File: config.mk
export PLATFORM = sky130hd
export DESIGN_NAME = johnson_counter_param
export DESIGN_NICKNAME = d
export VERILOG_FILES = /design/src/rtl/johnson_counter_param.sv
export SDC_FILE = /design/constraint.sdc
export NUM_CORES = 1
export LEC_CHECK = 0
export ABC_AREA = 1
export CORE_ASPECT_RATIO = 1.2
export CORE_MARGIN = 3
export CORE_UTILIZATION = 45
export DETAILED_ROUTE_END_ITERATION = 8
export PLACE_DENSITY = 0.84
export SETUP_SLACK_MARGIN = 0.4
export SYNTH_ARGS = -nofsm -noshare
export SYNTH_HDL_FRONTEND = slang
export SYNTH_SLANG_ARGS = --single-unit
export TNS_END_PERCENT = 100
File: constraint.sdc
create_clock -name Clk_In -period 10.61 [get_ports Clk_In]
set_input_delay 2.6525 -clock Clk_In [delete_from_list [all_inputs] [get_ports Clk_In]]
set_output_delay 2.6525 -clock Clk_In [all_outputs]
set_load 0.02 [all_outputs]
File: src/rtl/johnson_counter_param.sv
// johnson_counter_param: 2*WIDTH-phase Johnson counter with direction, load, phase decode, wrap and illegal-state flags
module johnson_counter_param #(
  parameter int WIDTH        = 8,
  parameter int RESET_PHASE  = 0,
  parameter int SELF_CORRECT = 1
) (
  input  logic                         Clk_In,
  input  logic                         Resetb_In,
  input  logic                         Start_Stopb_In,
  input  logic                         Dir_In,
  input  logic                         Load_In,
  input  logic [WIDTH-1:0]             Load_Value_In,
  output logic [WIDTH-1:0]             Count_Out,
  output logic [$clog2(2*WIDTH)-1:0]   Phase_Out,
  output logic                         Wrap_Out,
  output logic                         Illegal_Out
);
  localparam int PW = $clog2(2*WIDTH);
  function automatic logic [WIDTH-1:0] pattern(input int p);
    for (int i = 0; i < WIDTH; i++) pattern[i] = (p <= WIDTH) ? (i < p) : (i >= p - WIDTH);
  endfunction
  function automatic logic legal(input logic [WIDTH-1:0] c);
    logic [WIDTH-1:0] d;
    d = c ^ (c >> 1);
    d[WIDTH-1] = 1'b0;
    return (d & (d - 1'b1)) == '0;
  endfunction
  localparam logic [WIDTH-1:0] RST_PAT  = pattern(RESET_PHASE);
  localparam logic [WIDTH-1:0] LAST_PAT = pattern(2*WIDTH-1);
  localparam logic             SC       = SELF_CORRECT != 0;
  logic [WIDTH-1:0] step, nxt;
  logic             fix, ld_ill, wrap_n, ill_n;
  int               pop;
  always_comb begin
    step   = Dir_In ? {~Count_Out[0], Count_Out[WIDTH-1:1]} : {Count_Out[WIDTH-2:0], ~Count_Out[WIDTH-1]};
    ld_ill = !legal(Load_Value_In);
    fix    = SC && !legal(Count_Out);
    nxt    = Load_In ? ((ld_ill && SC) ? '0 : Load_Value_In) : fix ? '0 : Start_Stopb_In ? step : Count_Out;
    wrap_n = !Load_In && !fix && Start_Stopb_In && (Dir_In ? Count_Out == '0 : Count_Out == LAST_PAT);
    ill_n  = Load_In ? ld_ill : (fix || !legal(nxt));
  end
  // Legal patterns with the MSB set mirror the low half: phase = 2*WIDTH - popcount.
  always_comb begin
    pop = 0;
    for (int i = 0; i < WIDTH; i++) pop += int'(Count_Out[i]);
    Phase_Out = Count_Out[WIDTH-1] ? PW'(2*WIDTH - pop) : PW'(pop);
  end
  always_ff @(posedge Clk_In or negedge Resetb_In)
    if (!Resetb_In) begin
      Count_Out   <= RST_PAT;
      Wrap_Out    <= 1'b0;
      Illegal_Out <= 1'b0;
    end else begin
      Count_Out   <= nxt;
      Wrap_Out    <= wrap_n;
      Illegal_Out <= ill_n;
    end
endmodule

## After elaboration in Yosys (flattened, before gate mapping)

Cells that the tools add are included.

| word-level totals | value |
|---|---|
| bits in registers | 10 |
| bits of input ports | 13 |
| output and inout port bits | 14 |
| logic and storage cells | 43 |

| operators by class | value |
|---|---|
| add/sub/neg operators | 11 |
| equal/unequal tests | 1 |
| mux-type cells | 8 |
| bitwise gates (word level) | 8 |
| reductions and logical operators | 12 |

Operators by type and width:

| kind | count |
|---|---|
| 2-to-1 mux 8 bit | 5 |
| zero test 8 bit | 4 |
| AND 7 x 8 -> 8 bit | 3 |
| subtractor 7 x 1 -> 8 bit (second input constant) | 3 |
| bitwise XOR 7 bit | 3 |
| adder 4 x 1 -> 4 bit | 4 |
| == test 8 bit (second input constant) | 1 |
| adder 3 x 1 -> 4 bit | 1 |
| zero test 1 bit | 4 |
| 2-to-1 mux 4 bit | 1 |
| subtractor 1 x 4 -> 4 bit (first input constant) | 1 |
| adder 2 x 1 -> 3 bit | 1 |
| logical AND 1 bit | 3 |
| adder 1 x 1 -> 2 bit | 1 |
| 2-to-1 mux 1 bit | 2 |
| inverter 1 bit | 2 |
| logical OR 1 bit | 1 |

## Depth between registers and ports, before layout

| depth | value |
|---|---|
| depth in word-level cells | 13 |
| gate-level depth with buffers | 17 |
| depth with buffers taken out | 17 |

## Least setup slack after synthesis

Ideal clock, no wire load.

| timing path | value |
|---|---|
| kind | register to output |
| from | register Count_Out[0] |
| to | output port Phase_Out[3] |
| data arrival time | 3.350 ns |
| data required time | 7.957 ns |
| slack | 4.608 ns |
| cell stages (with the launch flop) | 12 |
| path buffers | 0 |
| cells stage by stage | dfrtp_1 inv_1 fa_1 fa_1 fa_1 inv_1 ha_1 fa_1 xnor2_1 nand3_1 nand2_1 xor2_1 |

| on the way | value |
|---|---|
| longest elaborated chain between the ends | 9 |

RTL lines:

| element | RTL line | source |
|---|---|---|
| start: declaration | 13 | `output logic [WIDTH-1:0] Count_Out,` |
| start signal: assignment | 54 | `Count_Out <= nxt;` |
| adder 1 x 1 -> 2 bit * | 45 | `for (int i = 0; i < WIDTH; i++) pop += int'(Count_Out[i]);` |
| adder 2 x 1 -> 3 bit * | 45 |  |
| adder 3 x 1 -> 4 bit * | 45 |  |
| adder 4 x 1 -> 4 bit * (4 in series) | 45 |  |
| subtractor 1 x 4 -> 4 bit | 46 | `Phase_Out = Count_Out[WIDTH-1] ? PW'(2*WIDTH - pop) : PW'(pop);` |
| 2-to-1 mux 4 bit * | 46 |  |
| end: declaration | 14 | `output logic [$clog2(2*WIDTH)-1:0] Phase_Out,` |

Every way passes the cells marked *; elsewhere a longest branch is shown, timed or not.

## Worst setup path after layout

| timing path | value |
|---|---|
| from | register Count_Out[0] |
| to | output port Phase_Out[2] |

The elaborated chain is that of the path after synthesis.

==> metrics.yaml <==
clock_tree:
  cts_hold_buffers: 0
  cts_resized: 0
  htree_levels: 1
  postCtsSetupBuffers: 0
  cts_tree: "done"
  cts_num_sinks: 10
  cts.root.buffer_cell: "clkbuf_4"
  clock_latency_ns: 0.26
  cts_inserted_buffers: 3
  max-clock-path-buffers: 2
  worst_setup_hold_path_clk_slew_ns: 0.06
global_routing:
  grt_usage_pct: 19.4
  largest_net_degree_at_the_start_of_global_routing: 17
  via_count_of_the_first_global_routing_pass: 1211
  antenna_found_initial: 0
  globalRoute.totalOverflow: 0
  grt_first_pass_wirelength_um: 5000
synthesis:
  synth.largest_area_cell: "dfrtp_1"
  synthArstFlopShare_pct: 100
  post_synth_and_or_nand_nor_area_fraction_pct: 32.7
  synth.cell_area_um2: 1250
  synth_cell_types: 31
  yosysWarnings: 0
  compound_cell_area_share_of_the_yosys_netlist_pct: 16.9
  post_synth_inst_count: 189
  dominant_combinational_cell_family_by_area_after_synthesis: "simple AND/OR/NAND/NOR gates"
  synth_seq_area_share_pct: 20.0
  synth-adder-area-share_pct: 15.4
  synth-main-ff-cell: "dfrtp_1"
  number_of_synthesized_register_bits: 10
  syn-num-nets: 215
  synth.mux.area_fraction_pct: 0
  area_share_of_the_largest_cell_type_after_synthesis_pct: 20.0
  synth.area.top_cells: "dfrtp_1 20%, nand2_1 14%, ha_1 9.0%"
  post_synth.cell_area_avg_um2: 6.61
  synthXorXnorAreaFrac_pct: 2.81
  synth_enable_flop_cells: 0
die:
  core_area_um2: 2600
  boundaryPins: 27
  fp.dieH_um: 63.7
  rows: 20
  dieWidth_um: 54.1
  start_util_pct: 48.0
  floorplan.die_area_um2: 3450
route:
  drc: 0
  routed_wl_um: 2820
  detail_route.wl_per_cell_um: 11.4
  avgViaCountPerCell: 5.08
  vias: 1261
  ant_nets: 0
  detailedRoute.firstIterationViolations: 35
  detailedRoute.firstPassIterationCount: 4
timing:
  maxSlewHeadroom_pct: 67.7
  timing_hold_violations_final: 0
  min_period_over_period_pct: 62.9
  finalSetupTns_ns: 0
  setup-violations-final: 0
  fin_worst_hold_slack_ns: 0.769
  rsz0062_at_grt: "no"
  period_needed_ns: 6.67
  worst_slew_pin_slew_ns: 0.483
  fin_skew_ns: 0.00426
  setup_slack_ns: 3.94
  timing.fmax_mhz: 150
  timing_max_transition_violations_final: 0
layout:
  layout.cells.most_common_list: "45 x nand2_1, 28 x inv_1, 26 x clkdlybuf4s50_1"
  fin_nets: 243
  num-fill-cells: 260
  layout.core_utilization_pct: 59.8
  final_common_cell: "nand2_1"
  post_route_cells_drive_above_1_share_pct: 12.1
  multi_input_comb_area_um2: 847
  diodes: 0
  seqCellArea_um2: 250
  area_growth_syn_to_layout_pct: 24.6
setup_path:
  setup.worst_path.class: "reg2out"
  cp-end-kind: "output pin"
  critical-path-max-stage-delay_ns: 0.59
  crit_fanout: 4
  r2r-start: "Count_Out[2]"
  crit_path_max_delay_cell_type: "clkdlybuf4s50_1"
  setup.worst_path.start: "Count_Out[0]"
  crit_path_end: "Phase_Out[2]"
  setup.worst_path.start_class: "register"
  worstRegToRegCells: 17
  worstPathArrival_ns: 4.02
  timing.critical_path.required_ns: 7.96
  list_of_cells_traversed_by_the_critical_path: "inv_1, fa_1, fa_1, fa_1, inv_1, ha_1, fa_1, inv_1, ha_1, nor2_1, xor2_1, inv_1, clkdlybuf4s50_1"
  reg2reg_slack_ns: 8.25
  critical_path.reg2reg.endpoint: "Illegal_Out"
place:
  place_worst_setup_slack_ns: 4.23
  place.gp.congestion: 0.857
  numPortBuffers: 26
  dp_hpwl_um: 2420
min_path:
  hp-class: "reg2reg"
  hold_path.startpoint: "Count_Out[0]"
status:
  outcome: "finished clean"
job:
  drv.max_cap_violation_count: 0
synth_stat cells (2+ instances only):
cell / instances
inv_1: 28
ha_1: 9
nor2_2: 3
fa_1: 4
inv_2: 8
nand2_2: 6
xnor2_1: 2
o21ai_0: 15
nand2_1: 45
o211ai_1: 2
a21oi_1: 15
nor2_1: 9
nand3_1: 15
xor2_1: 2
dfrtp_1: 10
metrics by stage:
| stage | instances | instance area [um2] |
|---|---|---|
| after floorplan | 189 | 1250 |
| after global placement | 245 | 1530 |
| after detailed placement | 245 | 1530 |
| after CTS | 248 | 1560 |
| after global routing | 248 | 1560 |
| final | 248 | 1560 |
sequential cells by signal (all words and copies together) (netlist names):
register,count
Wrap_Out,1
Illegal_Out,1
Count_Out,8
how the worst min path moves through the flow:
stage	end	slack, ns	cells after the start
floorplan	Count_Out[1]	0.80	4
global placement	Count_Out[1]	0.72	4
detailed placement	Count_Out[1]	0.73	4
CTS	Count_Out[1]	0.75	4
global route	Count_Out[1]	0.85	4
finish	Count_Out[1]	0.77	4
area by class of cell:
type / instances / area share, %
clock buffer: 3 / 1.45
timing repair buffer: 26 / 16.7
sequential: 10 / 16.1
tap: 33 / 2.65
inverter: 36 / 8.68
multi-input combinational: 140 / 54.4
routing by layer:
metal	share of wire (%)	vias to the layer above	track usage, %
met2	53	41	34.7
met4	2.2	0	8.41
li1	-	656	-
met1	41	558	21.9
met3	3.9	6	2.13
met5	0	-	0
critical path, delay by kind of cell, from the launching register on:
kind | cells | cell delay (ns)
adders and majority gates | 6 | 2.33
xor gates and xnor gates | 1 | 0.08
and+or+nand+nor | 1 | 0.14
buffers and inverters | 5 | 0.85
DFF | 1 | 0.36
logic make-up after synthesis:
kind of cell    count (synthesis)
simple gates                   86
buf+inv                        39
fa+ha+maj                      13
xor+xnor                        4
flops                          10
compound gates                 37
Power is not shown: default switching activity piles up to over one toggle a cycle in this logic, so the estimate is an artifact.
